File: src/rtl/srl_fifo_ctrl.sv
// Control for an external SRL-based FIFO with a registered first-word-fall-through output stage.
// Define SRL_FIFO_OCCUPANCY_EN to add the registered if_num_data_valid occupancy output.
module srl_fifo_ctrl #(
   parameter int DATA_WIDTH = 1,
   parameter int ADDR_WIDTH = 2,
   parameter int DEPTH      = 3
) (
   input  logic                  ap_clk,
   input  logic                  ap_rst_n,
   input  logic                  if_write_ce,
   input  logic                  if_write,
   input  logic [DATA_WIDTH-1:0] if_din,
   output logic                  if_full_n,
   input  logic                  if_read_ce,
   input  logic                  if_read,
   output logic [DATA_WIDTH-1:0] if_dout,
   output logic                  if_empty_n,
`ifdef SRL_FIFO_OCCUPANCY_EN
   output logic [ADDR_WIDTH:0]   if_num_data_valid,
`endif
   output logic                  shift_we,
   output logic [DATA_WIDTH-1:0] shift_din,
   output logic [ADDR_WIDTH-1:0] shift_addr,
   input  logic [DATA_WIDTH-1:0] shift_dout
);

   typedef enum logic [1:0] {
      ST_EMPTY = 2'd0,
      ST_ONE   = 2'd1,
      ST_MORE  = 2'd2
   } state_t;

   localparam logic [ADDR_WIDTH:0] CNT_ZERO  = '0;
   localparam logic [ADDR_WIDTH:0] CNT_ONE   = (ADDR_WIDTH+1)'(1);
   localparam logic [ADDR_WIDTH:0] CNT_DEPTH = (ADDR_WIDTH+1)'(DEPTH);

   state_t                  state_q, state_d;
   logic [ADDR_WIDTH:0]     srl_cnt_q, srl_cnt_d;
   logic [ADDR_WIDTH-1:0]   shift_addr_q, shift_addr_d;
   logic [DATA_WIDTH-1:0]   dout_q, dout_d;
   logic                    full_n_q, full_n_d;
   logic                    empty_n_q, empty_n_d;
   logic                    we_d;
   logic                    push, pop;

   // Requests are qualified by the registered flags, so a full FIFO never accepts a write
   // even when a read drains it on the same edge.
   assign push = if_write & if_write_ce & full_n_q;
   assign pop  = if_read  & if_read_ce  & empty_n_q;

   always_comb begin
      state_d   = state_q;
      srl_cnt_d = srl_cnt_q;
      dout_d    = dout_q;
      we_d      = 1'b0;

      unique case (state_q)
         ST_EMPTY: begin
            if (push) begin
               dout_d  = if_din;
               state_d = ST_ONE;
            end
         end
         ST_ONE: begin
            if (push && !pop) begin
               we_d      = 1'b1;
               srl_cnt_d = CNT_ONE;
               state_d   = ST_MORE;
            end else if (pop && !push) begin
               state_d = ST_EMPTY;
            end else if (push && pop) begin
               dout_d = if_din;
            end
         end
         ST_MORE: begin
            if (pop && !push) begin
               dout_d    = shift_dout;
               srl_cnt_d = srl_cnt_q - CNT_ONE;
               if (srl_cnt_q == CNT_ONE) begin
                  state_d = ST_ONE;
               end
            end else if (push && !pop) begin
               we_d      = 1'b1;
               srl_cnt_d = srl_cnt_q + CNT_ONE;
            end else if (push && pop) begin
               // Oldest entry is read before the shift; after the shift it sits at the same index.
               dout_d = shift_dout;
               we_d   = 1'b1;
            end
         end
         default: begin
            state_d   = ST_EMPTY;
            srl_cnt_d = CNT_ZERO;
         end
      endcase

      shift_addr_d = (srl_cnt_d != CNT_ZERO) ? ADDR_WIDTH'(srl_cnt_d - CNT_ONE) : '0;
      full_n_d     = (srl_cnt_d != CNT_DEPTH);
      empty_n_d    = (state_d != ST_EMPTY);
   end

   always_ff @(posedge ap_clk) begin
      if (!ap_rst_n) begin
         state_q      <= ST_EMPTY;
         srl_cnt_q    <= CNT_ZERO;
         shift_addr_q <= '0;
         dout_q       <= '0;
         full_n_q     <= 1'b1;
         empty_n_q    <= 1'b0;
      end else begin
         state_q      <= state_d;
         srl_cnt_q    <= srl_cnt_d;
         shift_addr_q <= shift_addr_d;
         dout_q       <= dout_d;
         full_n_q     <= full_n_d;
         empty_n_q    <= empty_n_d;
      end
   end

`ifdef SRL_FIFO_OCCUPANCY_EN
   logic [ADDR_WIDTH:0] occ_q, occ_d;

   always_comb begin
      occ_d = srl_cnt_d + {{ADDR_WIDTH{1'b0}}, (state_d != ST_EMPTY)};
   end

   always_ff @(posedge ap_clk) begin
      if (!ap_rst_n) begin
         occ_q <= '0;
      end else begin
         occ_q <= occ_d;
      end
   end

   assign if_num_data_valid = occ_q;
`endif

   assign shift_we   = we_d & ap_rst_n;
   assign shift_din  = if_din;
   assign shift_addr = shift_addr_q;
   assign if_dout    = dout_q;
   assign if_full_n  = full_n_q;
   assign if_empty_n = empty_n_q;

endmodule

File: config.mk
export PLATFORM = sky130hd
export DESIGN_NAME = srl_fifo_ctrl
export DESIGN_NICKNAME = d
export VERILOG_FILES = /design/src/rtl/srl_fifo_ctrl.sv
export SDC_FILE = /design/constraint.sdc
export NUM_CORES = 1
export LEC_CHECK = 0
export CAP_MARGIN = 20
export CORE_MARGIN = 2
export CORE_UTILIZATION = 30
export DETAILED_ROUTE_END_ITERATION = 10
export GPL_ROUTABILITY_DRIVEN = 0
export SYNTH_ARGS = -nofsm -noshare
export SYNTH_HDL_FRONTEND = slang
export SYNTH_SLANG_ARGS = --single-unit
File: constraint.sdc
create_clock -name ap_clk -period 6.5 [get_ports ap_clk]
set_input_delay 1.625 -clock ap_clk [delete_from_list [all_inputs] [get_ports ap_clk]]
set_output_delay 1.625 -clock ap_clk [all_outputs]
set_load 0.01 [all_outputs]
; Word level (Yosys, flattened, before mapping)
; Index checks and enable logic that the tools add are counted.
[totals]
regBits = 10
in_bits = 8
output_inout_bits = 7
elab_cells = 58
[classes]
addsub = 3
n_eq_ne = 10
mux = 23
n_bitwise = 5
reduce_logical = 11
[ops]
columns = cell, count
row1 = two-way mux 1 bit, 11
row2 = two-way mux 2 bit, 5
row3 = two-way mux 3 bit, 3
row4 = case mux 3 bit (3 select lines), 1
row5 = "!= test 2 bit, second input constant", 4
row6 = AND reduction 7 bit, 1
row7 = "!= test 3 bit, second input constant", 2
row8 = case mux 2 bit (3 select lines), 1
row9 = nonzero test 3 bit, 2
row10 = AND 1 bit, 5
row11 = "adder 3 x 1 -> 3 bit, second input constant", 1
row12 = "equality test 3 x 1 -> 1 bit, second input constant", 1
row13 = logical AND 1 bit, 3
row14 = "!= test 3 x 2 -> 1 bit, second input constant", 1
row15 = case mux 1 bit (3 select lines), 1
row16 = "subtractor 3 x 1 -> 3 bit, second input constant", 1
row17 = "equality test 2 x 1 -> 1 bit, second input constant", 1
row18 = "equality test 2 bit, second input constant", 1
row19 = logical NOT 1 bit, 2
row20 = logical NOT 2 bit, 1
row21 = case mux 1 bit (2 select lines), 1
row22 = AND reduction 2 bit, 1
row23 = nonzero test 2 bit, 1
row24 = "subtractor 2 x 1 -> 2 bit, second input constant", 1

; Longest topological paths before layout
; Gate-level depths: netlist (run 1).
[depth]
ltp_word = 9
mapped_depth = 11
depth_no_buf = 10

; Worst setup path before layout (run 1)
; No wires, ideal clock.
[synth_timing]
path_kind = input port to output port
start = in if_write
end = out shift_we
arrival_ns = 2.178
required_ns = 4.875
setup_slack_ns = 2.697
path_stages = 4
n_path_buf = 1
cell_sequence = and3_4 buf_6 nand3_1 nor2_1
[synth_between]
elab_chain_len = 8
word_cells_on_any_way = 12
cone_classes = mux: 5 / bitwise: 3 / reduce/logical: 4
[synth_lines]
columns = item, line_no
row1 = start: declaration, 11  ; input logic if_write,
row2 = AND 1 bit (*) (2 in a row), 48  ; assign push = if_write & if_write_ce & full_n_q;
row3 = logical AND 1 bit, 85  ; end else if (push && pop) begin
row4 = two-way mux 1 bit, 85
row5 = two-way mux 1 bit, 82  ; end else if (push && !pop) begin
row6 = two-way mux 1 bit, 76  ; if (pop && !push) begin
row7 = case mux 1 bit (2 select lines) (*), 57  ; unique case (state_q)
row8 = AND 1 bit (*), 138  ; assign shift_we = we_d & ap_rst_n;
row9 = end: declaration, 21  ; output logic shift_we,
; Every way passes the cells marked *; elsewhere a longest branch is shown, timed or not.

; Worst setup path in the final report (run 1)
[layout_timing]
start = in if_read
end = out shift_we
[layout_between]
elab_chain_len = 8
word_cells_on_any_way = 12
cone_classes = mux: 5 / bitwise: 3 / reduce/logical: 4
[layout_lines]
columns = item, line_no
row1 = start: declaration, 15  ; input logic if_read,
row2 = AND 1 bit (*) (2 in a row), 49  ; assign pop = if_read & if_read_ce & empty_n_q;
row3 = logical AND 1 bit or logical NOT 1 bit (tied branches), "85, 65, 82"
row4 = two-way mux 1 bit or logical AND 1 bit (tied branches), "85, 65, 82"
row5 = two-way mux 1 bit, 82
row6 = two-way mux 1 bit, 76
row7 = case mux 1 bit (2 select lines) (*), 57
row8 = AND 1 bit (*), 138
; Marked as above.

==> metrics.md, run 1 <==
| Metric | Value |
|---|---|
| Fmax | 208.3 MHz |
| Vias in the first global route | 659 |
| Kind of end point of the critical path | primary output |
| Reg power frac | 0.395 |
| Initial antenna violation count | 0 |
| Dominant combinational cell family by area after synthesis | compound AO/OA/AOI/OAI gates |
| Post-CTS Repair Setup Buffers | 0 |
| Max Transition Viols Final | 0 |
| Final hold violation count | 0 |
| Post-route total power | 0.1691 mW |
| Unrepaired setup endpoints after global routing | no |
| Detailed-placement wirelength estimate | roughly 1400 um |
| Final worst hold slack | 0.4802 ns |
| Insertion delay of the later-clocked pin in the worst-skew pair | 0.27 ns |
| Leakage power figure | between 0.3 and 0.4 nW |
| Clock tree from TritonCTS | yes |
| Max capacitance violation total | 0 |
| Number of buffers created by CTS | 3 |
| Synthesis-to-layout area growth | 22.08% |
| Placement-stage worst setup slack | 1.715 ns |
| Vias after detailed routing | 791 |
| Internal power consumption | 0.1186 mW |
| Core outline area | 0.002734 mm^2 |
| Boundary Pins | 15 |
| Path type of the worst min-delay path | reg2reg |
| Count of buffers inserted at the top-level ports | 14 |
| Critical-path maximum fanout | 8 |
| Number of design rule violations left after detail routing | 0 |
| Clock share of power | 0.348 |
| Fraction of final layout cells with drive strength greater than 1 | 0.1593 |
| Setup TNS Final | 0 ns |
| Net switching fraction of the power | 0.2988 |
| Synthesized-area fraction occupied by adder cells | 0.1725 |
| Synthesized-area fraction occupied by and/or/nand/nor cells | 0.2193 |
| Peak per-stage delay on the critical path | 0.53 ns |
| NetSw | roughly 0.051 mW |
| Iter 0 DRT Violations | 21 |
| Mux contribution to synthesized area | 0.03655 |
| Final setup skew | 0.0004475 ns |
| Post-layout util | 0.3822 |
| Flops & latches, synth | 10 |
| Total routing resource utilization after global routing | 0.1193 |
| Kind of critical path | in2out |
| Part of the power in combinational logic | 0.257 |
| Chain of cells forming the critical path | clkdlybuf4s50_1, nand3_2, a21oi_1, nor2_1, clkdlybuf4s50_1 |
| Sum of routed wire length over all layers | 1896 um |
| First-pass GRT wire length | between 3000 and 4000 um |
| Hold-fix buffers at CTS | 0 |
| Kind of start point of the critical path | input port |
| Vert. Die Dim | 57.41 um |
| Period minus WS final | around 4.8 ns |
| Number of fill cells | 290 |
| Critical path data required time | 4.88 ns |
| Clock sinks | 10 |
| Nets in the synthesized netlist | 117 |
| Nets@finish | 132 |
| Final setup violating endpoints | 0 |
| Post_cts resized | 0 |
| Worst slew slack as a fraction of its limit | 0.6774 |
| Status | completed |
| Total grt overflow | 0 |
| Die area | 0.003296 mm^2 |
| Initial Utilization | 0.3130 |
| Power Dens Cells | around 160 mW/mm^2 |
| Worst Tran Pin Value | a little under 0.5 ns |
| Die Wd | 57.41 um |
| Via density per instance | 5.493 |
| Post-Syn Area per Cell | 8.645 um^2 |
| Maximum number of pins on one net before global-route repair | 14 |
| Number of unique standard cell types used by synthesis | between 40 and 50 |
| Most common cell type on the critical path | clkdlybuf4s50_1 |
| Arrival time at the worst endpoint | 3.18 ns |
| Flop2flop setup slack | 4.36 ns |
| Final period util | 0.7388 |
| Number of nets with antenna violations after routing | 0 |
| Clock-pin transition on the worst setup and hold timing paths | 0.07 ns |
| Post-synthesis instance area | around 860 um^2 |
| Final worst setup slack | 1.698 ns |
| Yosys warning count | 0 |
| Number of inserted diodes | 0 |
| Number of H-tree branching levels | 1 |
| Master cell of the clock root buffer | clkbuf_4 |
| Synthesized-area fraction occupied by ao, oa, aoi and oai cells | 0.2617 |
| Xor and xnor area share after synthesis | 0.01023 |
| Maximum buffer depth of the clock tree | 2 |
| Sequential area share after synthesis | 0.2339 |
| Slowest cell on the critical path | clkdlybuf4s50_1 |
| Number of search-and-repair iterations in the first detailed-routing pass | 4 |
| Commonest cells after routing, fill and taps aside | clkdlybuf4s50_1 (14), ha_1 (10), dfxtp_1 (10) |
| Cells after Synth | 99 |
| Drt wl/cell | 13.17 um |
| Maximum VDD drop | 0.0001048 V |
| Leading cell type in the layout, fill and taps excluded | clkdlybuf4s50_1 |
| Placement Rows | 19 |
cells in the mapped netlist (all sizes together):
master / instances / area share
nand4: 2 / 0.015
a2bb2oi: 1 / 0.018
o31ai: 1 / 0.0088
o21ai: 6 / 0.039
ha: 10 / 0.15
o21a: 1 / 0.0088
a21o: 1 / 0.0088
o32ai: 1 / 0.019
mux2: 1 / 0.013
buf: 3 / 0.026
a31oi: 2 / 0.015
a21oi: 5 / 0.029
nand2: 9 / 0.039
o22ai: 1 / 0.015
mux2i: 2 / 0.023
maj3: 2 / 0.026
or2b: 1 / 0.0088
a32oi: 1 / 0.010
nor3b: 1 / 0.0088
clkbuf: 1 / 0.0044
xnor2: 1 / 0.010
nand2b: 1 / 0.0073
nand3: 8 / 0.053
nor3: 2 / 0.018
nor2b: 2 / 0.015
a41oi: 1 / 0.010
a32o: 1 / 0.012
a221oi: 1 / 0.018
a311oi: 1 / 0.018
o211ai: 1 / 0.0088
nor2: 5 / 0.022
a22oi: 1 / 0.015
inv: 8 / 0.035
and3: 3 / 0.034
dfxtp: 10 / 0.23
o311ai: 1 / 0.010
flip-flops by register name, summed over array words and instances, names as in the netlist:
name        count
shift_addr      2
state_q         2
srl_cnt_q       3
if_dout         1
if_full_n       1
if_empty_n      1
kinds of logic after synthesis:
kind of cell,Yosys count
buf+inv,12
mux,3
xor+xnor,1
flops,10
simple gates,34
fa+ha+maj,12
compound gates,27
power by group through the flow:
stage	Sequential [mW]	Clock, mW	Combinational, mW
floorplan	0.0686	0	0.0284
global placement	0.0681	0	0.0424
detailed placement	0.0683	0	0.0428
CTS	0.0668	0.0602	0.0435
global route	0.0672	0.0634	0.0470
finish	0.0668	0.0589	0.0435
per-stage QoR:
stage | instances | cell area [um^2]
3_5_place_dp | 140 | 1008
3_3_place_gp | 140 | 1008
2_1_floorplan | 99 | 855.8
5_1_grt | 144 | 1045
4_1_cts | 144 | 1045
6_report | 144 | 1045
final cells by class:
type                            count  area [um^2]  share of cell area
Clock buffer                        4        36.28             0.03473
Inverter                            8        30.03             0.02874
Multi-Input combinational cell     77        599.3              0.5737
Sequential cell                    10        200.2              0.1916
Tap cell                           31        38.79             0.03713
Timing Repair Buffer               14        140.1              0.1341
metal layers:
metal	GRT usage	share of wire	up-vias
met5	0	0	-
met4	0.05980	0.015	0
met2	0.1786	0.44	28
li1	-	-	397
met1	0.1586	0.49	362
met3	0.02948	0.062	4
worst max-delay path: cells and delay by family:
family,cells,cell delay (ns)
and+or+nand+nor,2,0.29
buffers and inverters,2,1.00
AOI/OAI and AO/OA,1,0.25
path summary, 6_finish.rpt:
check | startpoint | cells after the start | end
worst min register to register | if_dout | 2 | if_dout
worst max-delay path | if_read | 5 | shift_we
worst max register to register | if_full_n | 10 | shift_addr[0]
worst min-delay path | if_dout | 2 | if_dout
Note: power is estimated with default switching activity, not from simulation.
==> inputs of run 2 (changes only) <==
- clock period: 6.5 -> 4.26 ns (I/O delays scaled with it)
==> run 2 against run 1 <==
  * Die area unchanged
  * Setup slack worse by 1.1 ns
  * Clock skew rose by 0.0058 ns
  * Sequential cell count unchanged
  * Sequential share of layout area up 0.26 points
  * Final cell count fell by 0.69%
  * Global-route usage fell by 0.56 points
  * Worst hold slack worse by 0.0029 ns
  * Non-clock buffer count unchanged
  * Critical path type unchanged
  * Largest power group unchanged
==> metrics.md, run 2 (synthesis gave the netlist of run 1 again) <==
| Metric | Value |
|---|---|
| Post-CTS Repair Setup Buffers | 0 (unchanged) |
| Number of design rule violations left after detail routing | 0 (unchanged) |
| Slowest cell on the critical path | clkdlybuf4s50_1 |
| Chain of cells forming the critical path | clkdlybuf4s50_1, and3_4, nand3_1, nor2_1, clkdlybuf4s50_1 |
| Maximum buffer depth of the clock tree | 2 (unchanged) |
| Total routing resource utilization after global routing | 0.1136 (-0.005645) |
| Drt wl/cell | 13.08 um (-0.68%) |
| Die area | 0.003296 mm^2 (unchanged) |
| Peak per-stage delay on the critical path | 0.54 ns (about the same) |
| Final setup skew | 0.006261 ns (+0.005814 ns) |
| Summed area of non-filler cells in the final layout | 0.001031 mm^2 (-1.3%) |
| Start point of the worst min-delay path | if_dout |
| Number of nets with antenna violations after routing | 0 (unchanged) |
| Worst Tran Pin Value | 0.4900 ns (+0.006120 ns) |
| Kind of critical path | in2out |
| Final worst hold slack | 0.4772 ns (-0.002930 ns) |
| Vert. Die Dim | 57.41 um (unchanged) |
| Critical path data required time | 3.19 ns (-1.69 ns) |
| Post-detailed-placement cell area | 0.001008 mm^2 (unchanged) |
| Insertion delay of the later-clocked pin in the worst-skew pair | 0.27 ns (about the same) |
| Post_cts resized | 0 (unchanged) |
| Placed cell count | 140 (unchanged) |
| Number of buffers created by CTS | 3 (unchanged) |
| Sum of routed wire length over all layers | 1870 um (-1.4%) |
| Leading cell type in the layout, fill and taps excluded | clkdlybuf4s50_1 |
| Vias in the first global route | 674 (+2.3%) |
| Final period util | 0.8625 |
| Core outline area | 0.002734 mm^2 (unchanged) |
| Hold-fix buffers at CTS | 0 (unchanged) |
| First-pass GRT wire length | 2904 um (-5.2%) |
| Final hold violation count | 0 (unchanged) |
| Number of inserted diodes | 0 (unchanged) |
| Critical-path maximum fanout | 12 (+4) |
| Via density per instance | 5.406 (-1.6%) |
| Setup TNS Final | 0 ns (unchanged) |
| Fraction of final layout cells with drive strength greater than 1 | 0.1518 (-0.007506) |
| Period minus WS final | between 3 and 4 ns |
| Filler-free cell count of the finished design | 143 (-0.69%) |
| Post-layout util | 0.3771 (-0.005034) |
| Die Wd | 57.41 um (unchanged) |
| Count of buffers inserted at the top-level ports | 14 (unchanged) |
| Unrepaired setup endpoints after global routing | no |
| Number of fill cells | 285 (-1.7%) |
| Status | completed |
| Boundary Pins | 15 (unchanged) |
| Most common cell type on the critical path | clkdlybuf4s50_1 |
| Clock-pin transition on the worst setup and hold timing paths | 0.08 ns (about the same) |
| Synthesis-to-layout area growth | 20.47% |
| Worst slew slack as a fraction of its limit | 0.6733 (-0.004080) |
| Worst R2R End | shift_addr[1] |
| Placement Rows | 19 (unchanged) |
| Post-route total power | 0.2377 mW (+41%) |
| Kind of start point of the critical path | input port |
| Number of H-tree branching levels | 1 (unchanged) |
| Master cell of the clock root buffer | clkbuf_4 |
| Flop2flop setup slack | 2.11 ns (-2.25 ns) |
| Worst reg-to-reg path cell count | 10 (unchanged) |
| Number of search-and-repair iterations in the first detailed-routing pass | 4 (unchanged) |
| Clock sinks | 10 (unchanged) |
| Leakage power figure | 0.3752 nW (-1.9%) |
| Maximum VDD drop | 0.0001214 V (+16%) |
| Nets@finish | 132 (unchanged) |
| End of the worst hold path | if_dout |
| Commonest cells after routing, fill and taps aside | clkdlybuf4s50_1 (14), ha_1 (10), dfxtp_1 (10) |
| Max capacitance violation total | 0 (unchanged) |
| Placement-stage worst setup slack | 0.5944 ns (-1.121 ns) |
| Max Transition Viols Final | 0 (unchanged) |
| Arrival time at the worst endpoint | 2.61 ns (-0.57 ns) |
| Vias after detailed routing | 773 (-2.3%) |
| Maximum number of pins on one net before global-route repair | 14 (unchanged) |
| Total grt overflow | 0 (unchanged) |
| Final worst setup slack | 0.5856 ns (-1.113 ns) |
| Path type of the worst min-delay path | reg2reg |
| Fmax | 272.2 MHz |
| Initial Utilization | 0.3130 (unchanged) |
| Kind of end point of the critical path | primary output |
| Detailed-placement wirelength estimate | 1423 um (+0.13%) |
| Largest register FFs | 3 (unchanged) |
| Final setup violating endpoints | 0 (unchanged) |
| Clock tree from TritonCTS | yes |
| Launch point of the worst reg-to-reg path | if_full_n |
| Iter 0 DRT Violations | 15 (-29%) |
| Depth of the worst hold-timing path | 2 (unchanged) |
| Power Dens Cells | 230.5 mW/mm^2 (+42%) |
| Register with the most flip-flops | srl_cnt_q |
| Initial antenna violation count | 0 (unchanged) |
## run 2: metal layers
| layer | routed length (um) | vias up | part of all wire | track usage |
|---|---|---|---|---|
| met5 | 0 | - | 0 | 0 |
| met1 | 924 | 359 | 0.49 | 0.1433 |
| met3 | 90 | 4 | 0.048 | 0.02041 |
| met2 | 827 | 20 | 0.44 | 0.1834 |
| li1 | - | 390 | - | - |
| met4 | 27 | 0 | 0.014 | 0.05980 |
## run 2: area by class of cell
type	count	area (um^2)	share of cell area
clock buffers	3	22.52	0.02184
multi-input cells	77	599.3	0.5813
flip-flops and latches	10	200.2	0.1942
well taps	31	38.79	0.03762
inverters	8	30.03	0.02913
repair buffers	14	140.1	0.1359
## run 2: power breakdown
| part | internal [mW] | leakage, nW | switching (mW) |
|---|---|---|---|
| Combinational | 0.0313 | 0.280 | 0.0346 |
| Sequential | 0.0977 | 0.0812 | 0.00426 |
| Clock | 0.0327 | 0.0138 | 0.0371 |
| Total | 0.162 | 0.375 | 0.0759 |
## run 2: how the worst max path moves through the flow
stage	startpoint	to
2_1_floorplan	if_write	shift_addr[0]
3_3_place_gp	if_write	shift_we
3_5_place_dp	if_write_ce	shift_we
4_1_cts	if_write_ce	shift_we
5_1_grt	if_write_ce	shift_we
6_report	if_write_ce	shift_we
## run 2: critical path, delay by kind of cell
family / cells / cell delay [ns]
buffers and inverters: 2 / 1.05
AND/OR/NAND/NOR: 3 / 0.50
==> inputs of run 3 (changes only) <==
- CORE_UTILIZATION: 30 -> 41
- PLACE_DENSITY: default -> 0.67
- SKIP_LAST_GASP: default -> 1
==> run 3 against run 2 <==
  * Non-clock buffer count is the same
  * Via count grew 0.52%
  * Sequential power is essentially flat
  * Maximum frequency is essentially flat
  * First-iteration DRC count shrank 40%
  * Critical path depth is the same
  * Sequential cell count is the same
  * Core utilization grew 15 points
  * Power grew 9.5%
  * Clock skew shrank 0.0046 ns
  * Final cell count shrank 2.1%
  * Sequential share of layout area shrank 0.16 points
  * Critical endpoint unchanged
  * Highest routed layer unchanged
==> metrics.md, run 3 (synthesis gave the netlist of run 1 again) <==
| Metric | Value |
|---|---|
| Final setup skew | 0.001637 ns (-0.004624 ns) |
| Iter 0 DRT Violations | 9 (-6) |
| Post-CTS Repair Setup Buffers | 0 (unchanged) |
| Master cell of the clock root buffer | clkbuf_4 |
| Clock sinks | 10 (unchanged) |
| Kind of end point of the critical path | primary output |
| Final period util | 0.8624 (about the same) |
| Maximum number of pins on one net before global-route repair | 14 (unchanged) |
| Placed cell count | 136 (-2.9%) |
| Post-layout util | 0.5300 (+0.1529) |
| Period minus WS final | 3.674 ns (-0.0007470 ns) |
| First-pass GRT wire length | 3394 um (+17%) |
| Core outline area | 0.001962 mm^2 (-28%) |
| Power Dens Cells | 250.3 mW/mm^2 (+8.5%) |
| Count of buffers inserted at the top-level ports | 14 (unchanged) |
| Synthesis-to-layout area growth | 21.49% |
| Number of H-tree branching levels | 1 (unchanged) |
| Leading cell type in the layout, fill and taps excluded | clkdlybuf4s50_1 |
| Detailed-placement wirelength estimate | 1491 um (+4.7%) |
| Number of search-and-repair iterations in the first detailed-routing pass | 4 (unchanged) |
| Critical path data required time | 3.19 ns (about the same) |
| Via density per instance | 5.550 (+2.7%) |
| Final hold violation count | 0 (unchanged) |
| Number of fill cells | 199 (-30%) |
| Arrival time at the worst endpoint | 2.61 ns (about the same) |
| Unrepaired setup endpoints after global routing | no |
| Boundary Pins | 15 (unchanged) |
| Fmax | 272.2 MHz (about the same) |
| Drt wl/cell | 13.81 um (+5.6%) |
| Vias in the first global route | 742 (+10%) |
| Worst slew slack as a fraction of its limit | 0.6794 (+0.006015) |
| Register with the most flip-flops | srl_cnt_q |
| Final worst hold slack | 0.4651 ns (-0.01211 ns) |
| Nets@finish | 132 (unchanged) |
| Fraction of final layout cells with drive strength greater than 1 | 0.1593 (+0.007506) |
| Initial Utilization | 0.4362 (+0.1232) |
| Number of design rule violations left after detail routing | 0 (unchanged) |
| Critical-path maximum fanout | 12 (unchanged) |
| Depth of the worst hold-timing path | 2 (unchanged) |
| Placement Rows | 16 (-3) |
| Initial antenna violation count | 0 (unchanged) |
| Filler-free cell count of the finished design | 140 (-2.1%) |
| Sum of routed wire length over all layers | 1934 um (+3.4%) |
| Largest register FFs | 3 (unchanged) |
| Number of buffers created by CTS | 3 (unchanged) |
| Kind of critical path | in2out |
| Maximum buffer depth of the clock tree | 2 (unchanged) |
| Number of nets with antenna violations after routing | 0 (unchanged) |
| Number of inserted diodes | 0 (unchanged) |
| Die Wd | 49.69 um (-13%) |
| Insertion delay of the later-clocked pin in the worst-skew pair | 0.28 ns (about the same) |
| Max Transition Viols Final | 0 (unchanged) |
| Path type of the worst min-delay path | reg2reg |
| Status | completed |
| Total routing resource utilization after global routing | 0.1810 (+0.06731) |
| Die area | 0.002469 mm^2 (-25%) |
| Setup TNS Final | 0 ns (unchanged) |
| Commonest cells after routing, fill and taps aside | clkdlybuf4s50_1 (14), ha_1 (10), dfxtp_1 (10) |
| Summed area of non-filler cells in the final layout | 0.001040 mm^2 (+0.85%) |
| Max capacitance violation total | 0 (unchanged) |
| Total grt overflow | 0 (unchanged) |
| Kind of start point of the critical path | input port |
| Vias after detailed routing | 777 (+0.52%) |
| Vert. Die Dim | 49.69 um (-13%) |
| Hold-fix buffers at CTS | 0 (unchanged) |
| Post_cts resized | 0 (unchanged) |
| Clock tree from TritonCTS | yes |
| Post-detailed-placement cell area | 0.001003 mm^2 (-0.50%) |
| Final setup violating endpoints | 0 (unchanged) |
| Flip-flop and latch area | 200.2 um^2 (unchanged) |
| Combined area of the multi-input logic cells | 599.3 um^2 (unchanged) |
| Worst reg-to-reg path cell count | 10 (unchanged) |
| Clock-pin transition on the worst setup and hold timing paths | 0.07 ns (about the same) |
| Worst Tran Pin Value | 0.4810 ns (-0.009022 ns) |
| Maximum VDD drop | 0.0002006 V (+65%) |
| Leakage power figure | 0.3824 nW (+1.9%) |
==> run 3: cell count changes in the layout (fill, tap and decap cells not counted), sizes merged <==
cell    delta
clkbuf     +1
==> run 3: cell type report <==
| cell class | count | share of cell area |
|---|---|---|
| repair buffers | 14 | 0.1348 |
| flip-flops and latches | 10 | 0.1925 |
| inverters | 8 | 0.02888 |
| clock buffers | 4 | 0.03490 |
| multi-input cells | 77 | 0.5764 |
| well taps | 27 | 0.03249 |
==> run 3: where the power goes <==
part / switching [mW] / internal (mW)
combinational: 0.0353 / 0.0313
clock: 0.0396 / 0.0521
sequential: 0.00427 / 0.0977
==> run 3: path summary, 6_finish.rpt <==
| path | start | to | slack, ns |
|---|---|---|---|
| worst max-delay path | if_write | shift_we | 0.59 |
| worst min-delay path | if_dout | if_dout | 0.47 |
| worst min register to register | if_dout | if_dout | 0.47 |
| worst max register to register | if_full_n | shift_addr[1] | 2.14 |
==> run 3: per-stage QoR <==
step / setup slack [ns] / power, mW
floorplan: 1.565 / 0.1479
global placement: 0.6087 / 0.1686
detailed placement: 0.6069 / 0.1700
CTS: 0.5906 / 0.2605
global route: 0.5016 / 0.2705
finish: 0.5863 / 0.2602
==> run 3: worst max-delay path, cell delays in order <==
cell,delay (ns)
clkdlybuf4s50_1,0.50
and3_4,0.30
nand3_1,0.10
nor2_1,0.10
clkdlybuf4s50_1,0.55
==> run 3: metal layers <==
metal  vias to the layer above  routed length [um]  global-route usage
li1                        390                   -                   -
met1                       362                 935              0.2197
met2                        20                 869              0.3067
met3                         5                  73             0.01515
met4                         0                  55              0.1111
met5                         -                   0                   0
